--- config.mk ---
export PLATFORM = sky130hd
export DESIGN_NAME = ram_port_arbiter
export DESIGN_NICKNAME = d
export VERILOG_FILES = /design/src/rtl/ram_port_arbiter.sv
export SDC_FILE = /design/constraint.sdc
export NUM_CORES = 1
export LEC_CHECK = 0
export ABC_AREA = 1
export CORE_AREA = 2 2 91 76
export CTS_CLUSTER_SIZE = 10
export DETAILED_ROUTE_END_ITERATION = 6
export DIE_AREA = 0 0 93 78
export HOLD_SLACK_MARGIN = 0.02
export PLACE_DENSITY = 0.74
export REMOVE_ABC_BUFFERS = 1
export SETUP_SLACK_MARGIN = 0.1
export SLEW_MARGIN = 0
export SYNTH_ARGS = -nofsm -noshare
export SYNTH_HDL_FRONTEND = slang
export SYNTH_SLANG_ARGS = --single-unit
--- constraint.sdc ---
create_clock -name CLK -period 1.85 [get_ports CLK]
set_clock_uncertainty 0.1 [all_clocks]
set_input_delay 0.4625 -clock CLK [delete_from_list [all_inputs] [get_ports CLK]]
set_output_delay 0.4625 -clock CLK [all_outputs]
set_load 0.05 [all_outputs]
--- src/rtl/ram_port_arbiter.sv ---
// Hands the single-port RAM from the CPU to an external loader/debug port once the CPU bus has drained.
// Latency: ld_req to ld_gnt in DRAIN_CNT+1 strobes; each loader access completes (ld_ack) on the strobe after it is sampled.
module ram_port_arbiter #(
  parameter int ADDR_W    = 8,
  parameter int DATA_W    = 10,
  parameter int DRAIN_CNT = 4
) (
  input  logic              CLK,
  input  logic              ARST,
  input  logic              SLOW_CLOCK_STRB,
  input  logic              cpu_ram_in,
  input  logic              cpu_ram_out,
  input  logic              cpu_ram_wr,
  input  logic [ADDR_W-1:0] cpu_addr,
  input  logic [DATA_W-1:0] cpu_wdata,
  output logic              cpu_hold,
  input  logic              ld_req,
  input  logic              ld_valid,
  input  logic              ld_we,
  input  logic [ADDR_W-1:0] ld_addr,
  input  logic [DATA_W-1:0] ld_wdata,
  output logic              ld_gnt,
  output logic              ld_ack,
  output logic [DATA_W-1:0] ld_rdata,
  output logic [ADDR_W-1:0] ram_addr,
  output logic [DATA_W-1:0] ram_wdata,
  output logic              ram_in,
  output logic              ram_out,
  output logic              ram_wr,
  input  logic [DATA_W-1:0] ram_rdata,
  output logic              conflict
);

  localparam int CW = (DRAIN_CNT < 1) ? 1 : $clog2(DRAIN_CNT + 1);
  localparam logic [CW-1:0] CNT_MAX = CW'(DRAIN_CNT);

  typedef enum logic [2:0] {
    CPU_OWN,
    DRAIN,
    GRANT,
    ACCESS,
    RELEASE
  } state_t;

  state_t            r_state;
  state_t            w_state_nxt;
  logic [CW-1:0]     r_cnt;
  logic [CW-1:0]     w_cnt_nxt;
  logic [CW-1:0]     w_cnt_inc;
  logic [ADDR_W-1:0] r_addr;
  logic [DATA_W-1:0] r_wdata;
  logic              r_we;
  logic              r_ack;
  logic [DATA_W-1:0] r_rdata;
  logic              r_conflict;
  logic              w_cpu_any;
  logic              w_ld_owned;

  assign w_cpu_any  = cpu_ram_in | cpu_ram_out | cpu_ram_wr;
  assign w_ld_owned = (r_state == GRANT) || (r_state == ACCESS) || (r_state == RELEASE);
  assign w_cnt_inc  = (r_cnt == CNT_MAX) ? r_cnt : r_cnt + 1'b1;

  always_comb begin
    w_state_nxt = r_state;
    w_cnt_nxt   = '0;
    case (r_state)
      CPU_OWN: begin
        if (ld_req) w_state_nxt = DRAIN;
      end
      DRAIN: begin
        if (!ld_req) begin
          w_state_nxt = RELEASE;
        end else if (!w_cpu_any) begin
          w_cnt_nxt = w_cnt_inc;
          if (w_cnt_inc == CNT_MAX) w_state_nxt = GRANT;
        end
      end
      GRANT: begin
        // A pending access wins over a simultaneous release request.
        if (ld_valid)     w_state_nxt = ACCESS;
        else if (!ld_req) w_state_nxt = RELEASE;
      end
      ACCESS:  w_state_nxt = GRANT;
      RELEASE: w_state_nxt = CPU_OWN;
      default: w_state_nxt = CPU_OWN;
    endcase
  end

  always_ff @(posedge CLK or posedge ARST) begin
    if (ARST) begin
      r_state    <= CPU_OWN;
      r_cnt      <= '0;
      r_addr     <= '0;
      r_wdata    <= '0;
      r_we       <= 1'b0;
      r_ack      <= 1'b0;
      r_rdata    <= '0;
      r_conflict <= 1'b0;
    end else begin
      r_ack <= SLOW_CLOCK_STRB && (r_state == ACCESS);
      if (SLOW_CLOCK_STRB) begin
        r_state <= w_state_nxt;
        r_cnt   <= w_cnt_nxt;
        if ((r_state == GRANT) && ld_valid) begin
          r_addr  <= ld_addr;
          r_wdata <= ld_wdata;
          r_we    <= ld_we;
        end
        if ((r_state == ACCESS) && !r_we) r_rdata <= ram_rdata;
        if (w_ld_owned && w_cpu_any) r_conflict <= 1'b1;
      end
    end
  end

  // CPU strobes reach the RAM only while the CPU still owns the bus.
  always_comb begin
    ram_addr  = '0;
    ram_wdata = '0;
    ram_in    = 1'b0;
    ram_out   = 1'b0;
    ram_wr    = 1'b0;
    case (r_state)
      CPU_OWN, DRAIN: begin
        ram_addr  = cpu_addr;
        ram_wdata = cpu_wdata;
        ram_in    = cpu_ram_in;
        ram_out   = cpu_ram_out;
        ram_wr    = cpu_ram_wr;
      end
      ACCESS: begin
        ram_addr  = r_addr;
        ram_wdata = r_wdata;
        ram_in    = 1'b1;
        ram_out   = !r_we;
        ram_wr    = r_we;
      end
      default: ;
    endcase
  end

  assign cpu_hold = (r_state != CPU_OWN);
  assign ld_gnt   = (r_state == GRANT) || (r_state == ACCESS);
  assign ld_ack   = r_ack;
  assign ld_rdata = r_rdata;
  assign conflict = r_conflict;

endmodule

==> flow_metrics.env <==
export IMPL_outcome="finished with violations"
export IMPL_violations="setup timing"
export IMPL_antenna_found_initial=0
export IMPL_wire_per_inst_um=14.4
export IMPL_slew_limit_headroom_pct=83.4
export IMPL_place_hpwl_um=4120
export IMPL_min_delay_start="conflict"
export IMPL_grt_overflow=0
export IMPL_crit_fanout=9
export IMPL_max_cap_violations=0
export IMPL_critPathLaunchType="flop"
export IMPL_setup_tns_ns=-4.73
export IMPL_met2_usage_pct=28.1
export IMPL_synth_seq_area_share_pct=46.9
export IMPL_fp_dieH_um=78
export IMPL_cts_max_level=2
export IMPL_reg2regPathDepth=9
export IMPL_timing_rr_end="r_state[0]"
export IMPL_cp_end_kind="output port"
export IMPL_met1_usage_pct=21.2
export IMPL_syn_avg_cell_area_um2=8.47
export IMPL_grt_total_usage_pct=17.0
export IMPL_fillers=539
export IMPL_setup_slack_ns=-0.245
export IMPL_whs_endpoint="conflict"
export IMPL_cts_sinks=37
export IMPL_path_delay_family="flip-flops"
export IMPL_synth_area_leaders="dfrtp_1 (47%), nand2_1 (11%), a32o_1 (6.1%), inv_1 (5.9%), nand3_1 (4.8%)"
export IMPL_p_total_w=0.00680
export IMPL_drc=0
export IMPL_ys_flop_type="dfrtp_1"
export IMPL_layout_worst_path_cycle_share_pct=113
export IMPL_cts_inserted_buffers=5
export IMPL_ys_warn_count=0
export IMPL_clock_latency_ns=0.29
export IMPL_crit_arrival_ns=1.53
export IMPL_finish_instance_area_um2=3580
export IMPL_antennaDiodeCount=0
export IMPL_grtUsageMet3_pct=4.76
export IMPL_dr_pass1_iters=4
export IMPL_tritoncts="built"
export IMPL_synth_seq_cells=37
export IMPL_grt_pass1_vias=1971
export IMPL_p_leak_nw=1.76
export IMPL_tightest_slew_ns=0.247
export IMPL_pre_cts_slack_ns=-0.0945
export IMPL_r2r_start="r_state[1]"
export IMPL_cp_required_ns=1.29
export IMPL_syn2layout_area_growth_pct=81.7
export IMPL_start_util_pct=31.6
export IMPL_num_nets_final=398
export IMPL_synth_edf_count=0
export IMPL_drive_gt1_share_pct=34.8
export IMPL_die_area_um2=7250
export IMPL_path_clk_slew_ns=0.08
export IMPL_maxClockFrequency_mhz=477
export IMPL_routed_wl_um=6150
export IMPL_drt_iter0_drc=85
export IMPL_path_buf_inv=3
export IMPL_cp_cell_sequence="inv_2 -> nand3_4 -> nand2_4 -> clkbuf_16 -> a32o_2 -> buf_12"
export IMPL_instances_no_fill=426
export IMPL_grt_busiest_layer="met2"
export IMPL_cp_slowest_cell="dfrtp_2"
export IMPL_rows=26
export IMPL_fin_crit_ns=2.09
export IMPL_port_buffer_count=89
export IMPL_synthMostInstantiatedCell="nand2_1"
export IMPL_syn_area_um2=1970
export IMPL_grt_pass1_wl_um=9670
export IMPL_synth_async_reset_ratio_pct=100
export IMPL_fp_coreArea_um2=6250
export IMPL_vias=1965
export IMPL_r2r_slack_ns=0.22
export IMPL_detail_route_antenna_nets=0
export IMPL_p_per_area_nw_per_um2=1900
export IMPL_hold_violations=0
export IMPL_syn_inst=233
export IMPL_critical_path_class="flop to output port"
export IMPL_placed_cells=409
export IMPL_place_area_um2=3220
export IMPL_die_w_um=93
export IMPL_boundaryPins=90
export IMPL_synth_common_cells="nand2_1 (60), dfrtp_1 (37), inv_1 (31), nand3_1 (19), o21ai_0 (17)"
export IMPL_drt_vias_per_instance=4.61
export IMPL_hold_depth=1
export IMPL_grt_max_degree=39
export IMPL_slew_viol_final=0
export IMPL_clockBufferDepth=2
export IMPL_rsz0062_at_grt="yes"
export IMPL_synth_top_cell_area_share_pct=46.9
export IMPL_hp_class="flop to flop"
export IMPL_ctsRootBufferMaster="clkbuf_8"
export IMPL_peakVddDrop_v=0.00103
export IMPL_critPathMaxStageDelay_ns=0.43
export IMPL_yosysTopAreaCell="dfrtp_1"
export IMPL_yosysUniqueCellTypes=29
export IMPL_routabilityCongestion=0.828
export IMPL_setup_viol=22
worst max path at each step:
stage | depth (start not counted) | slack [ns] | from | end
6_report | 6 | -0.24 | r_state[0] | ram_addr[0]
3_3_place_gp | 4 | -0.03 | cpu_ram_out | ram_out
5_1_grt | 6 | -0.31 | r_state[1] | ram_addr[0]
3_5_place_dp | 6 | -0.09 | r_state[2] | ram_wdata[3]
2_1_floorplan | 5 | -0.94 | r_state[2] | ram_addr[7]
4_1_cts | 6 | -0.25 | r_state[1] | ram_wdata[5]
worst register-to-register path, delay by kind of cell, from the launching register on:
kind	cells	cell delay (ns)
AOI/OAI and AO/OA	1	0.14
and+or+nand+nor	4	0.35
DFF	1	0.42
buffers and inverters	4	0.52
metrics by stage:
step / hold slack (ns) / utilization, %
4_1_cts: 0.367 / 55.2
2_1_floorplan: 0.354 / -
5_1_grt: 0.394 / 57.4
3_3_place_gp: 0.357 / 51.5
6_report: 0.360 / 57.4
3_5_place_dp: 0.351 / 51.5
area by class of cell:
class | count | area (um^2) | area share [%]
inverter | 34 | 138 | 3.84
sequential | 37 | 927 | 25.9
clock buffer | 6 | 72.6 | 2.02
clock inverter | 2 | 38.8 | 1.08
multi-input combinational | 149 | 928 | 25.9
timing repair buffer | 114 | 1380 | 38.4
tap | 84 | 105 | 2.93
kinds of logic after synthesis:
group	Yosys count	synth area share, %
simple gates	100	22.4
flops	37	46.9
compound gates	47	17.3
buf+inv	47	12.1
fa+ha+maj	2	1.27
power breakdown:
group	switching (W)	total (W)	internal (W)
combinational	0.00264	0.00481	0.00217
clock	0.000296	0.000700	0.000405
sequential	0.000185	0.00129	0.00111
sequential cells by signal, indices dropped and copies added, names as in the netlist:
signal,cells
r_state,3
conflict,1
r_we,1
r_cnt,3
ld_ack,1
r_addr,8
ld_rdata,10
r_wdata,10
layer usage:
metal / vias up / share of wire, %
li1: 978 / -
met3: 11 / 5.5
met2: 60 / 49
met5: - / 0
met1: 916 / 43
met4: 0 / 2.0
timing repair:
action | CTS | global route
pin swaps | 0 | 3
setup buffers | 4 | 3
hold buffers | 0 | 0
hold endpoints to repair | 0 | 0
gates cloned | 0 | 2
setup endpoints to repair | 23 | 26
gates resized for setup | 40 | 16
cells in the final DEF (no fill, tap or decap), types with 2 or more instances in the layout:
master	n
a21oi_2	7
a32o_2	12
buf_12	27
buf_4	28
buf_6	3
clkbuf_16	2
clkbuf_8	5
clkdlybuf4s50_1	54
dfrtp_1	36
ha_1	2
inv_1	30
inv_2	2
nand2_1	52
nand2_2	8
nand2_8	2
nand3_1	18
nand3_4	2
nor2_1	10
nor2_2	2
nor3_1	2
o21ai_0	9
o21ai_1	2
o21ai_2	10
o22ai_1	3
No activity file was read; power rests on OpenSTA's default activity.
